`src/rtl/rx_block_assembler.sv`:
```
// rx_block_assembler
// Packs the UART byte stream into 128-bit plaintext blocks. The first byte of a
// block lands in bits [127:120]. Completed blocks go into a show-ahead FIFO that
// feeds the AES core.
// Optional feature: define RX_BLOCK_TIMEOUT_EN to discard a partial block after
// TIMEOUT_CYCLES idle clocks. Without it, timeout_err is tied low and a partial
// block is held indefinitely.
//
// state      | meaning
// -----------+-----------------------------------------------
// S_IDLE     | no partial block held, byte_count == 0
// S_ASSEMBLE | 1..15 bytes of the current block are held
module rx_block_assembler #(
  parameter int FIFO_DEPTH     = 4,
  parameter int TIMEOUT_CYCLES = 100000
) (
  input  logic         clk,
  input  logic         reset_n,
  input  logic         rx_byte_valid,
  input  logic [7:0]   rx_byte,
  output logic [127:0] text_out,
  output logic         text_valid,
  input  logic         text_ready,
  output logic [3:0]   byte_count,
  output logic         buffer_full,
  output logic         overflow,
  output logic         timeout_err
);

  localparam int AW = (FIFO_DEPTH > 1) ? $clog2(FIFO_DEPTH) : 1;
  localparam int CW = AW + 1;

  if (FIFO_DEPTH < 2 || (FIFO_DEPTH & (FIFO_DEPTH - 1)) != 0) begin : g_bad_depth
    $error("FIFO_DEPTH must be a power of two and at least 2");
  end
  if (TIMEOUT_CYCLES < 1) begin : g_bad_timeout
    $error("TIMEOUT_CYCLES must be at least 1");
  end

  typedef enum logic [1:0] {
    S_IDLE     = 2'b00,
    S_ASSEMBLE = 2'b01
  } state_t;

  state_t         state_q, state_d;
  logic [3:0]     byte_count_q, byte_count_d;
  // Holds the first 15 bytes of the block. The newest byte is in the low lane.
  logic [119:0]   partial_q, partial_d;
  logic           push_req;
  logic           tmo_hit;

  logic [127:0]   mem_q [FIFO_DEPTH];
  logic [AW-1:0]  wr_ptr_q, rd_ptr_q;
  logic [CW-1:0]  cnt_q;
  logic           overflow_q;
  logic           fifo_full;
  logic           pop;
  logic           push_ok;

`ifdef RX_BLOCK_TIMEOUT_EN
  localparam int TW = $clog2(TIMEOUT_CYCLES + 1);
  localparam logic [TW-1:0] TO_LAST = TW'(TIMEOUT_CYCLES - 1);

  logic [TW-1:0]  idle_q, idle_d;
  logic           timeout_q;

  // The timeout fires on the idle cycle that brings the count to TIMEOUT_CYCLES.
  // A byte in that same cycle takes priority, so the match is qualified with !rx_byte_valid.
  always_comb begin
    tmo_hit = (state_q == S_ASSEMBLE) && !rx_byte_valid && (idle_q == TO_LAST);
    idle_d  = '0;
    if (state_q == S_ASSEMBLE && !rx_byte_valid && !tmo_hit) begin
      idle_d = idle_q + 1'b1;
    end
  end

  // Idle counter and timeout pulse register
  always_ff @(posedge clk) begin
    if (!reset_n) begin
      idle_q    <= '0;
      timeout_q <= 1'b0;
    end else begin
      idle_q    <= idle_d;
      timeout_q <= tmo_hit;
    end
  end

  assign timeout_err = timeout_q;
`else
  assign tmo_hit     = 1'b0;
  assign timeout_err = 1'b0;
`endif

  // State register
  always_ff @(posedge clk) begin
    if (!reset_n) begin
      state_q <= S_IDLE;
    end else begin
      state_q <= state_d;
    end
  end

  // Next state, byte packing and block-complete request
  always_comb begin
    state_d      = state_q;
    byte_count_d = byte_count_q;
    partial_d    = partial_q;
    push_req     = 1'b0;
    case (state_q)
      S_IDLE: begin
        if (rx_byte_valid) begin
          state_d      = S_ASSEMBLE;
          byte_count_d = 4'd1;
          partial_d    = {partial_q[111:0], rx_byte};
        end
      end
      S_ASSEMBLE: begin
        if (rx_byte_valid) begin
          partial_d = {partial_q[111:0], rx_byte};
          if (byte_count_q == 4'd15) begin
            push_req     = 1'b1;
            byte_count_d = 4'd0;
            state_d      = S_IDLE;
          end else begin
            byte_count_d = byte_count_q + 4'd1;
          end
        end else if (tmo_hit) begin
          byte_count_d = 4'd0;
          state_d      = S_IDLE;
        end
      end
      default: begin
        state_d      = S_IDLE;
        byte_count_d = 4'd0;
      end
    endcase
  end

  // Partial block datapath
  always_ff @(posedge clk) begin
    if (!reset_n) begin
      byte_count_q <= 4'd0;
      partial_q    <= '0;
    end else begin
      byte_count_q <= byte_count_d;
      partial_q    <= partial_d;
    end
  end

  assign fifo_full = (cnt_q == CW'(FIFO_DEPTH));
  assign pop       = (cnt_q != '0) && text_ready;
  // When the FIFO is full, a pop in the same cycle frees the slot that the incoming block takes.
  assign push_ok   = push_req && (!fifo_full || pop);

  // FIFO pointers, occupancy and overflow pulse
  always_ff @(posedge clk) begin
    if (!reset_n) begin
      wr_ptr_q   <= '0;
      rd_ptr_q   <= '0;
      cnt_q      <= '0;
      overflow_q <= 1'b0;
    end else begin
      if (push_ok) wr_ptr_q <= wr_ptr_q + 1'b1;
      if (pop)     rd_ptr_q <= rd_ptr_q + 1'b1;
      case ({push_ok, pop})
        2'b10:   cnt_q <= cnt_q + 1'b1;
        2'b01:   cnt_q <= cnt_q - 1'b1;
        default: cnt_q <= cnt_q;
      endcase
      overflow_q <= push_req && !push_ok;
    end
  end

  // FIFO storage. There is no reset because occupancy alone decides whether an entry is valid.
  always_ff @(posedge clk) begin
    if (reset_n && push_ok) begin
      mem_q[wr_ptr_q] <= {partial_q, rx_byte};
    end
  end

  assign text_valid  = (cnt_q != '0);
  assign text_out    = text_valid ? mem_q[rd_ptr_q] : '0;
  assign byte_count  = byte_count_q;
  assign buffer_full = fifo_full;
  assign overflow    = overflow_q;

endmodule

```
`config.mk`:
```
export PLATFORM = sky130hd
export DESIGN_NAME = rx_block_assembler
export DESIGN_NICKNAME = d
export VERILOG_FILES = /design/src/rtl/rx_block_assembler.sv
export SDC_FILE = /design/constraint.sdc
export NUM_CORES = 1
export LEC_CHECK = 0
export ABC_AREA = 1
export CAP_MARGIN = 20
export CORE_AREA = 2 2 238 240
export CTS_CLUSTER_SIZE = 10
export DETAILED_ROUTE_END_ITERATION = 12
export DIE_AREA = 0 0 240 242
export GPL_ROUTABILITY_DRIVEN = 0
export HOLD_SLACK_MARGIN = 0.15
export SLEW_MARGIN = 20
export SYNTH_ARGS = -nofsm -noshare
export SYNTH_HDL_FRONTEND = slang
export SYNTH_SLANG_ARGS = --single-unit
export TNS_END_PERCENT = 20
```
`constraint.sdc`:
```
create_clock -name clk -period 17.3 [get_ports clk]
set_clock_uncertainty 0.2 [all_clocks]
set_input_delay 1.73 -clock clk [delete_from_list [all_inputs] [get_ports clk]]
set_output_delay 1.73 -clock clk [all_outputs]
set_load 0.02 [all_outputs]
```
==> impl_metrics.env <==
export IMPL_peakVddDrop_v=0.000128
export IMPL_die_h_um=242
export IMPL_vias=15764
export IMPL_clk_pin_slew_ns=0.06
export IMPL_relSlewSlack_pct=31.3
export IMPL_grt_pass1_vias=15584
export IMPL_totalWireLength_mm=58.2
export IMPL_path_class="flop to output pin"
export IMPL_worstMarginPinSlew_ns=1.03
export IMPL_worstSetupEndpointType="output pin"
export IMPL_row_count=87
export IMPL_worst_path_max_fanout=86
export IMPL_synth_edff_count=512
export IMPL_final_cell_mix="nor2_1 (762), edfxtp_1 (512), o21ai_0 (375), clkdlybuf4s50_1 (144), a21oi_1 (138)"
export IMPL_drc=0
export IMPL_arrival_ns=4.28
export IMPL_yosysSeqAreaShare_pct=73.3
export IMPL_root_buffer="clkbuf_16"
export IMPL_power_density_mw_per_mm2=154
export IMPL_syn_area_mm2=0.0247
export IMPL_layout_commonest_cell="nor2_1"
export IMPL_ctsResizeCount=0
export IMPL_insertion_delay_ns=0.59
export IMPL_grt_max_degree=144
export IMPL_hp_class="flop to flop"
export IMPL_overflow=0
export IMPL_critPathRequiredTime_ns=15.37
export IMPL_synth_area_per_cell_um2=11.6
export IMPL_drv_cap=0
export IMPL_cts_buffers=74
export IMPL_vias_per_cell=5.18
export IMPL_synth_distinct_cells=29
export IMPL_p_leak_uw=0.00985
export IMPL_initial_utilization_pct=44.3
export IMPL_antenna_found_initial=0
export IMPL_fin_nets=2246
export IMPL_dp_hpwl_mm=29.5
export IMPL_synth_area_leaders="edfxtp_1 (62%), nor2_1 (12%), dfxtp_1 (11%)"
export IMPL_synth_top_flop_cell="edfxtp_1"
export IMPL_max_freq_mhz=161
export IMPL_antenna_cells=0
export IMPL_grt_pass1_wl_mm=90.8
export IMPL_drt_pass1_iter_count=6
export IMPL_drv_slew=0
export IMPL_cts_tree="done"
export IMPL_hold_viol_final=0
export IMPL_drt_initial_drc_count=1276
export IMPL_core_area_mm2=0.0557
export IMPL_cp_cell_sequence="buf_4 -> buf_4 -> nor2_1 -> nor2_1 -> o21ai_0 -> a21oi_1 -> clkdlybuf4s50_1"
export IMPL_cts_hold_buf=0
export IMPL_ant_nets=0
export IMPL_yosysTopAreaCellShare_pct=62.3
export IMPL_post_cts_buffers=0
export IMPL_cp_num_buf_inv=3
export IMPL_critPathSlowestCell="buf_4"
export IMPL_grt_setup_unrepaired="no"
export IMPL_ys_ff_latch=647
export IMPL_area_delta_synth_final_pct=16.1
export IMPL_path_delay_family="buffers and inverters"
export IMPL_yosysWarnings=0
export IMPL_syn_nets=2148
export IMPL_top_level_ports=148
export IMPL_dieArea_mm2=0.0581
export IMPL_wire_per_inst_um=19.1
export IMPL_startpoint_type="flop"
export IMPL_finalCritPeriodShare_pct=35.9
export IMPL_async_flop_share_pct=0
export IMPL_track_usage_pct=20.2
export IMPL_numClockSinks=647
export IMPL_htreeDepth=3
export IMPL_fin_tns_setup_ns=0
export IMPL_setup_viol=0
export IMPL_max_clock_path_buffers=3
export IMPL_outcome="finished clean"
export IMPL_synthCells=2130
export IMPL_whs_ns=0.269
export IMPL_drive_gt1_share_pct=4.94
export IMPL_min_period_ns=6.21
export IMPL_die_w_um=240
export IMPL_synth_top_cell_by_area="edfxtp_1"
export IMPL_port_buffers=146
export IMPL_max_stage_delay_ns=0.83
## report_power, final
part	switching [µW]	leakage (µW)	internal (µW)
combinational	793	0.00301	440
clock	576	0.00103	830
sequential	55.4	0.00581	1700
total	1420	0.00985	2970
## cell type report
type | count | area [µm²]
Tap cell | 756 | 946
Clock buffer | 134 | 2140
Timing Repair Buffer | 163 | 1600
Clock inverter | 2 | 17.5
Multi-Input combinational cell | 1321 | 5750
Fill cell | 4873 | 27100
Inverter | 21 | 91.3
Sequential cell | 647 | 18100
## registers in the layout, summed over array words and instances (netlist names), named ones only
signal and cells:
byte_count 4, rd_ptr_q 2, cnt_q 3, mem_q 512, wr_ptr_q 2, partial_q 120
overflow 1, state_q 1
## path summary, 6_finish.rpt
kind / endpoint / slack [ns] / start / depth (start not counted)
max: text_out[51] / 11.09 / flop / 7
min: flop / 0.27 / rd_ptr_q[1] / 2
max reg2reg: mem_q[0][83] / 12.91 / byte_count[0] / 7
min reg2reg: flop / 0.27 / rd_ptr_q[1] / 2
## cells in the mapped netlist, drive strengths merged, types with 2 or more instances
master / count
nor2: 767
edfxtp: 512
o21ai: 382
a21oi: 138
dfxtp: 135
buf: 83
clkbuf: 58
inv: 20
nand2: 15
nand3: 6
ha: 5
nor3: 2
## worst register-to-register path, stage by stage (launching register included)
cell	delay, ns
dfxtp_1	0.42
ha_1	0.24
nand3_1	0.23
nor2_8	0.18
nand3_1	0.32
nor2_4	0.80
buf_4	0.71
buf_4	0.87
## layer usage
metal  part of all wire, %  track usage, %  up-vias
li1                      -               -     7581
met1                    45            27.8     7751
met2                    48            32.9      347
met3                   4.5            2.95       85
met4                   2.5            7.09        0
met5                     0               0        -
## through the flow
step | utilization (%) | setup WS [ns] | power, µW | instances | cell area, µm²
after floorplan | - | 8.87 | 2490 | 2130 | 24700
after detailed placement | 47.5 | 11.30 | 3040 | 2908 | 26500
after global routing | 51.4 | 10.76 | 4600 | 3044 | 28600
after CTS | 51.4 | 11.01 | 4450 | 3044 | 28600
after global placement | 47.5 | 11.35 | 3040 | 2908 | 26500
final | 51.4 | 11.09 | 4400 | 3044 | 28600
## logic make-up (layout without fill, tap and decap cells)
group | after synthesis | after routing | share of synthesized area (%)
XOR/XNOR | 1 | 1 | 0.0355
flip-flops | 647 | 647 | 73.3
buffers and inverters | 162 | 320 | 3.53
AO/OA/AOI/OAI | 521 | 521 | 10.6
adder cells (fa/ha/maj) | 6 | 6 | 0.335
AND/OR/NAND/NOR | 792 | 792 | 12.2
other | 1 | 1 | 0.0152
Power figures use the tool's default switching activity.
